## src/rtl/fifo_sc_prog_m.sv

```systemverilog
// Single-clock FIFO with FWFT/standard read mode, programmable almost flags, occupancy count, flush and sticky errors.
// Latency: a push is visible on head one edge later (FWFT); standard mode presents data the cycle after pop.
// Backpressure: push while full is dropped and sets overflow; pop while empty is ignored and sets underflow.
module fifo_sc_prog_m #(
    parameter type DATA_ITEM_TYPE = logic,
    parameter int  DEPTH          = 32,
    parameter bit  FWFT           = 1'b1,
    parameter int  AFULL_THRESH   = DEPTH - 2,
    parameter int  AEMPTY_THRESH  = 2,
    // Set to 0 where pushes into a full / pops from an empty FIFO are intentional.
    parameter bit  ASSERT_EN      = 1'b1,
    localparam int DATA_COUNT_W   = $clog2(DEPTH) + 1
) (
    input  logic                              clk,
    input  logic                              rst,
    input  logic [$bits(DATA_ITEM_TYPE)-1:0]  tail,
    input  logic                              push,
    input  logic                              pop,
    input  logic                              flush,
    input  logic                              err_clr,
    output logic [$bits(DATA_ITEM_TYPE)-1:0]  head,
    output logic                              full,
    output logic                              empty,
    output logic                              almost_full,
    output logic                              almost_empty,
    output logic [DATA_COUNT_W-1:0]           data_count,
    output logic                              overflow,
    output logic                              underflow
);

    localparam int W  = $bits(DATA_ITEM_TYPE);
    localparam int AW = $clog2(DEPTH);

    localparam logic [DATA_COUNT_W-1:0] CNT_ONE   = DATA_COUNT_W'(1);
    localparam logic [DATA_COUNT_W-1:0] CNT_DEPTH = DATA_COUNT_W'(DEPTH);
    localparam logic [DATA_COUNT_W-1:0] AF_T      = DATA_COUNT_W'(AFULL_THRESH);
    localparam logic [DATA_COUNT_W-1:0] AE_T      = DATA_COUNT_W'(AEMPTY_THRESH);
    localparam logic [AW-1:0]           PTR_ONE   = AW'(1);

    // Parameter sanity, caught at elaboration.
    if (DEPTH < 2 || (DEPTH & (DEPTH - 1)) != 0) begin : g_bad_depth
        $error("fifo_sc_prog_m: DEPTH must be a power of two >= 2");
    end
    if (AFULL_THRESH < 1 || AFULL_THRESH > DEPTH) begin : g_bad_afull
        $error("fifo_sc_prog_m: AFULL_THRESH must be in 1..DEPTH");
    end
    if (AEMPTY_THRESH < 0 || AEMPTY_THRESH > DEPTH - 1) begin : g_bad_aempty
        $error("fifo_sc_prog_m: AEMPTY_THRESH must be in 0..DEPTH-1");
    end

    logic [W-1:0]              mem [DEPTH];
    logic [AW-1:0]             wr_ptr;
    logic [AW-1:0]             rd_ptr;
    logic [DATA_COUNT_W-1:0]   count_q;
    logic [DATA_COUNT_W-1:0]   count_nxt;
    logic                      full_q;
    logic                      empty_q;
    logic                      afull_q;
    logic                      aempty_q;
    logic                      ovf_q;
    logic                      udf_q;
    logic                      pop_acc;
    logic                      wr_acc;
    logic                      ovf_set;
    logic                      udf_set;

    // Accept decisions, error events and next occupancy; flush overrides push/pop.
    always_comb begin
        pop_acc   = 1'b0;
        wr_acc    = 1'b0;
        ovf_set   = 1'b0;
        udf_set   = 1'b0;
        count_nxt = count_q;
        if (flush) begin
            count_nxt = '0;
        end else begin
            pop_acc = pop && !empty_q;
            // A pop in the same cycle frees the slot, so a full FIFO still takes the push.
            wr_acc  = push && (!full_q || pop_acc);
            ovf_set = push && !wr_acc;
            udf_set = pop && !pop_acc;
            case ({wr_acc, pop_acc})
                2'b10:   count_nxt = count_q + CNT_ONE;
                2'b01:   count_nxt = count_q - CNT_ONE;
                default: count_nxt = count_q;
            endcase
        end
    end

    // Pointers, count and status flags; flags derive from the next count so they always agree with data_count.
    always_ff @(posedge clk) begin
        if (rst) begin
            wr_ptr   <= '0;
            rd_ptr   <= '0;
            count_q  <= '0;
            full_q   <= 1'b0;
            empty_q  <= 1'b1;
            afull_q  <= 1'b0;
            aempty_q <= 1'b1;
        end else begin
            if (flush) begin
                wr_ptr <= '0;
                rd_ptr <= '0;
            end else begin
                if (wr_acc)  wr_ptr <= wr_ptr + PTR_ONE;
                if (pop_acc) rd_ptr <= rd_ptr + PTR_ONE;
            end
            count_q  <= count_nxt;
            full_q   <= (count_nxt == CNT_DEPTH);
            empty_q  <= (count_nxt == '0);
            afull_q  <= (count_nxt >= AF_T);
            aempty_q <= (count_nxt <= AE_T);
        end
    end

    // Sticky error flags: a new event beats err_clr; flush leaves them alone.
    always_ff @(posedge clk) begin
        if (rst) begin
            ovf_q <= 1'b0;
            udf_q <= 1'b0;
        end else begin
            if (ovf_set)      ovf_q <= 1'b1;
            else if (err_clr) ovf_q <= 1'b0;
            if (udf_set)      udf_q <= 1'b1;
            else if (err_clr) udf_q <= 1'b0;
        end
    end

    // Storage array; contents are deliberately not reset.
    always_ff @(posedge clk) begin
        if (!rst && wr_acc) begin
            mem[wr_ptr] <= tail;
        end
    end

    if (FWFT) begin : g_fwft
        // Head falls straight through from the read pointer; forced to zero while nothing is valid.
        assign head = empty_q ? '0 : mem[rd_ptr];
    end else begin : g_std
        logic [W-1:0] head_q;
        // Head register loads the oldest entry on an accepted pop and holds otherwise.
        always_ff @(posedge clk) begin
            if (rst || flush) begin
                head_q <= '0;
            end else if (pop_acc) begin
                head_q <= mem[rd_ptr];
            end
        end
        assign head = head_q;
    end

    assign full         = full_q;
    assign empty        = empty_q;
    assign almost_full  = afull_q;
    assign almost_empty = aempty_q;
    assign data_count   = count_q;
    assign overflow     = ovf_q;
    assign underflow    = udf_q;

    if (ASSERT_EN) begin : g_chk
        a_no_overflow: assert property (@(posedge clk) disable iff (rst) !(push && full && !pop))
            else $error("fifo_sc_prog_m: push while full");
        a_no_underflow: assert property (@(posedge clk) disable iff (rst) !(pop && empty))
            else $error("fifo_sc_prog_m: pop while empty");
    end

endmodule
```

## config.mk

```make
export PLATFORM = sky130hd
export DESIGN_NAME = fifo_sc_prog_m
export DESIGN_NICKNAME = d
export VERILOG_FILES = /design/src/rtl/fifo_sc_prog_m.sv
export SDC_FILE = /design/constraint.sdc
export NUM_CORES = 1
export LEC_CHECK = 0
export CORE_MARGIN = 2
export CORE_UTILIZATION = 39
export CTS_BUF_LIST = sky130_fd_sc_hd__clkbuf_2 sky130_fd_sc_hd__clkbuf_4 sky130_fd_sc_hd__clkbuf_8
export DETAILED_ROUTE_END_ITERATION = 10
export PLACE_DENSITY = 0.6
export SYNTH_ARGS = -nofsm -noshare
export SYNTH_HDL_FRONTEND = slang
export SYNTH_SLANG_ARGS = --single-unit
```

## constraint.sdc

```tcl
create_clock -name clk -period 7.1 [get_ports clk]
set_input_delay 1.42 -clock clk [delete_from_list [all_inputs] [get_ports clk]]
set_output_delay 1.42 -clock clk [all_outputs]
set_load 0.01 [all_outputs]
```

==> results.py <==
metrics = {
    "status": {
        "status": "finished, final reports clean",
    },
    "synthesis": {
        "synthTopCellsByArea": "edfxtp_1 (34%), dfxtp_1 (19%), mux4_2 (7.9%)",
        "yosysTopAreaCellShare": 0.339,
        "synth_area_leader_cell": "edfxtp_1",
        "synth_edf_count": 32,
        "netlist_instances": 260,
        "synth.distinct_cells": 44,
        "synth_area_per_cell_um2": 10.9,
        "yosys_warnings": 0,
        "netlist_area_um2": 2840,
        "synth-seq-cells": 59,
        "yosys-top-cells-count": "nor2_1 (57), edfxtp_1 (32), dfxtp_1 (27)",
        "yosys.area_share.simple": 0.196,
        "async_flop_share": 0,
        "synthAdderAreaFrac": 0.0353,
        "synthFlopType": "edfxtp_1",
        "synth-compound-area-share": 0.0746,
        "synth_top_family_by_area": "simple AND/OR/NAND/NOR gates",
        "ys_seq_area_frac": 0.530,
        "muxShareOfSynthArea": 0.0830,
        "yosysMostFrequentCell": "nor2_1",
        "synth_nets": 275,
        "synthXorXnorAreaFrac": 0.0432,
    },
    "timing": {
        "hold_violations": 0,
        "fmax_mhz": 226,
        "setup_viol": 0,
        "clock_skew_ns": 0.00881,
        "setup_tns_ns": 0,
        "hold_ws_ns": 0.479,
        "fin_crit_sh": 0.623,
        "tightest_slew_ns": 0.976,
        "max-slew-margin-rel": 0.347,
        "period_needed_ns": 4.42,
        "drv_slew": 0,
        "grt_setup_unrepaired": "no",
    },
    "finish": {
        "stdcell_area_um2": 3260,
        "seq_area_um2": 1500,
        "drive_gt1_frac": 0.123,
        "syn2layout_area_growth_pct": 15.0,
        "multiInputGateArea_um2": 1230,
        "diodes": 0,
        "final_nets": 287,
        "fillers": 689,
    },
    "setup_path": {
        "slowest_stage": "or4b_4",
        "cp_cell_sequence": "clkdlybuf4s50_1 > nand2b_1 > nand2_1 > and2_1 > inv_1 > ha_1 > xor2_1 > ha_1 > nor4bb_1 > nor4_4 > xnor2_1 > or4b_4 > a21oi_2",
        "crit_path_frequent_cell": "ha_1",
        "reg2reg_slack_ns": 3.73,
        "worstSetupEndpointType": "register",
        "endpoint": "almost_full",
        "reg2regPathDepth": 12,
        "cpPeakStageDelay_ns": 0.54,
        "worstPathRequired_ns": 7.36,
        "r2r_start": "empty",
        "path_max_fanout": 17,
        "critPathLaunch": "pop",
        "reg2reg_to": "almost_full",
        "start_kind": "input port",
        "worstPathArrival_ns": 4.69,
        "critPathKind": "input port to register",
    },
    "cts": {
        "h-tree-depth": 3,
        "clock_path_buffers": 2,
        "root_buffer": "clkbuf_8",
        "postCtsHoldBufs": 0,
        "cts_sinks": 59,
        "cts_tree": "done",
        "clkTransAtPathRegs_ns": 0.07,
        "cts_setup_buffers": 0,
        "ctsResizeCount": 0,
        "cts_buffers": 9,
        "clock_latency_ns": 0.33,
    },
    "routing": {
        "drt.antenna.violating_nets": 0,
        "post_drt_wl_per_cell_um": 14.2,
        "drc_errors": 0,
        "drt_wl_total_um": 5340,
        "vias_per_cell": 4.99,
        "drtIter0Drc": 99,
        "first_pass_iters": 5,
        "vias": 1878,
    },
    "die": {
        "num_rows": 31,
        "io_pins": 20,
        "core-area_um2": 7140,
        "die_h_um": 89.3,
        "start_util": 0.397,
        "fp.dieArea_um2": 7970,
        "die_x_um": 89.3,
    },
    "pwr": {
        "power_density_nw_per_um2": 224,
        "power.total_mw": 0.731,
        "cellLeakagePower_nw": 1.05,
        "ir_worst_vdd_mv": 0.0842,
    },
    "global_routing": {
        "grt_pass1_vias": 1791,
        "grt_max_degree": 33,
        "gr-usage-all-layers": 0.146,
        "overflow": 0,
        "grt_first_pass_wirelength_um": 8610,
        "antenna_found_initial": 0,
    },
    "flow_run": {
        "drv_cap": 0,
    },
    "placement": {
        "port_buffers": 19,
        "placed_area_um2": 3060,
        "place_hpwl_um": 3620,
        "gp_congestion": 0.804,
    },
    "min_path": {
        "min_path_type": "register to register",
    },
}
## worst min-delay path by stage
| stage | cells after the start | end | slack (ns) | startpoint |
|---|---|---|---|---|
| floorplan | 2 | register | 0.48 | rd_ptr[4] |
| global placement | 2 | underflow | 0.46 | underflow |
| detailed placement | 2 | underflow | 0.47 | underflow |
| CTS | 2 | underflow | 0.48 | underflow |
| global route | 2 | overflow | 0.50 | overflow |
| finish | 2 | overflow | 0.48 | overflow |
## layout make-up
cell class	instances	area share
clock buffer	9	0.0380
clock inverter	7	0.0234
inverter	5	0.00576
multi-input combinational	178	0.376
sequential	59	0.460
tap	99	0.0380
timing repair buffer	19	0.0583
## cell usage in the layout (no fill, tap or decap), drive strengths merged, types with 4 or more instances in the layout
master	netlist	routed
nor2	57	57
edfxtp	32	32
a31oi	5	5
inv	5	6
ha	8	8
xor2	9	9
nand2b	5	5
o21ai	6	6
nand2	14	14
a21oi	13	13
nor3	4	4
mux4	10	10
clkbuf	9	9
dfxtp	27	27
xnor2	5	5
nand3b	5	5
clkdlybuf4s50	0	19
## state kept, by name, summed over array words and instances, names as in the netlist, named ones only
name / flops
full: 1
wr_ptr: 5
almost_full: 1
empty: 1
underflow: 1
almost_empty: 1
mem: 32
data_count: 6
rd_ptr: 5
overflow: 1
## routing by layer
layer	share of wire	track usage	up-vias
li1	-	-	949
met2	0.50	0.232	23
met1	0.47	0.186	897
met5	0	0	-
met4	0.015	0.0611	0
met3	0.022	0.0443	9
## cell families (layout without fill, tap and decap cells)
logic type / after synthesis / in the layout
and+or+nand+nor: 111 / 111
DFF: 59 / 59
AOI/OAI and AO/OA: 34 / 34
buffers and inverters: 23 / 40
xor gates and xnor gates: 14 / 14
muxes: 11 / 11
adders and majority gates: 8 / 8
## per-stage QoR
step / setup WS [ns] / cells / util
4_1_cts: 2.67 / 376 / 0.457
3_5_place_dp: 2.34 / 360 / 0.429
6_report: 2.68 / 376 / 0.457
5_1_grt: 2.43 / 376 / 0.457
3_3_place_gp: 2.43 / 360 / 0.429
2_1_floorplan: 2.95 / 260 / -
## power breakdown
group	total [mW]	internal, mW	leakage [nW]	switching (mW)
combinational	0.0587	0.0273	0.452	0.0314
clock	0.299	0.163	0.0958	0.136
sequential	0.373	0.365	0.507	0.00811
## critical path, delay by kind of cell
kind	cells	cell delay, ns
AOI/OAI and AO/OA	1	0.13
xor gates and xnor gates	2	0.38
adders and majority gates	2	0.73
buffers and inverters	2	0.55
and+or+nand+nor	6	1.46
(Power assumes the default switching activity.)
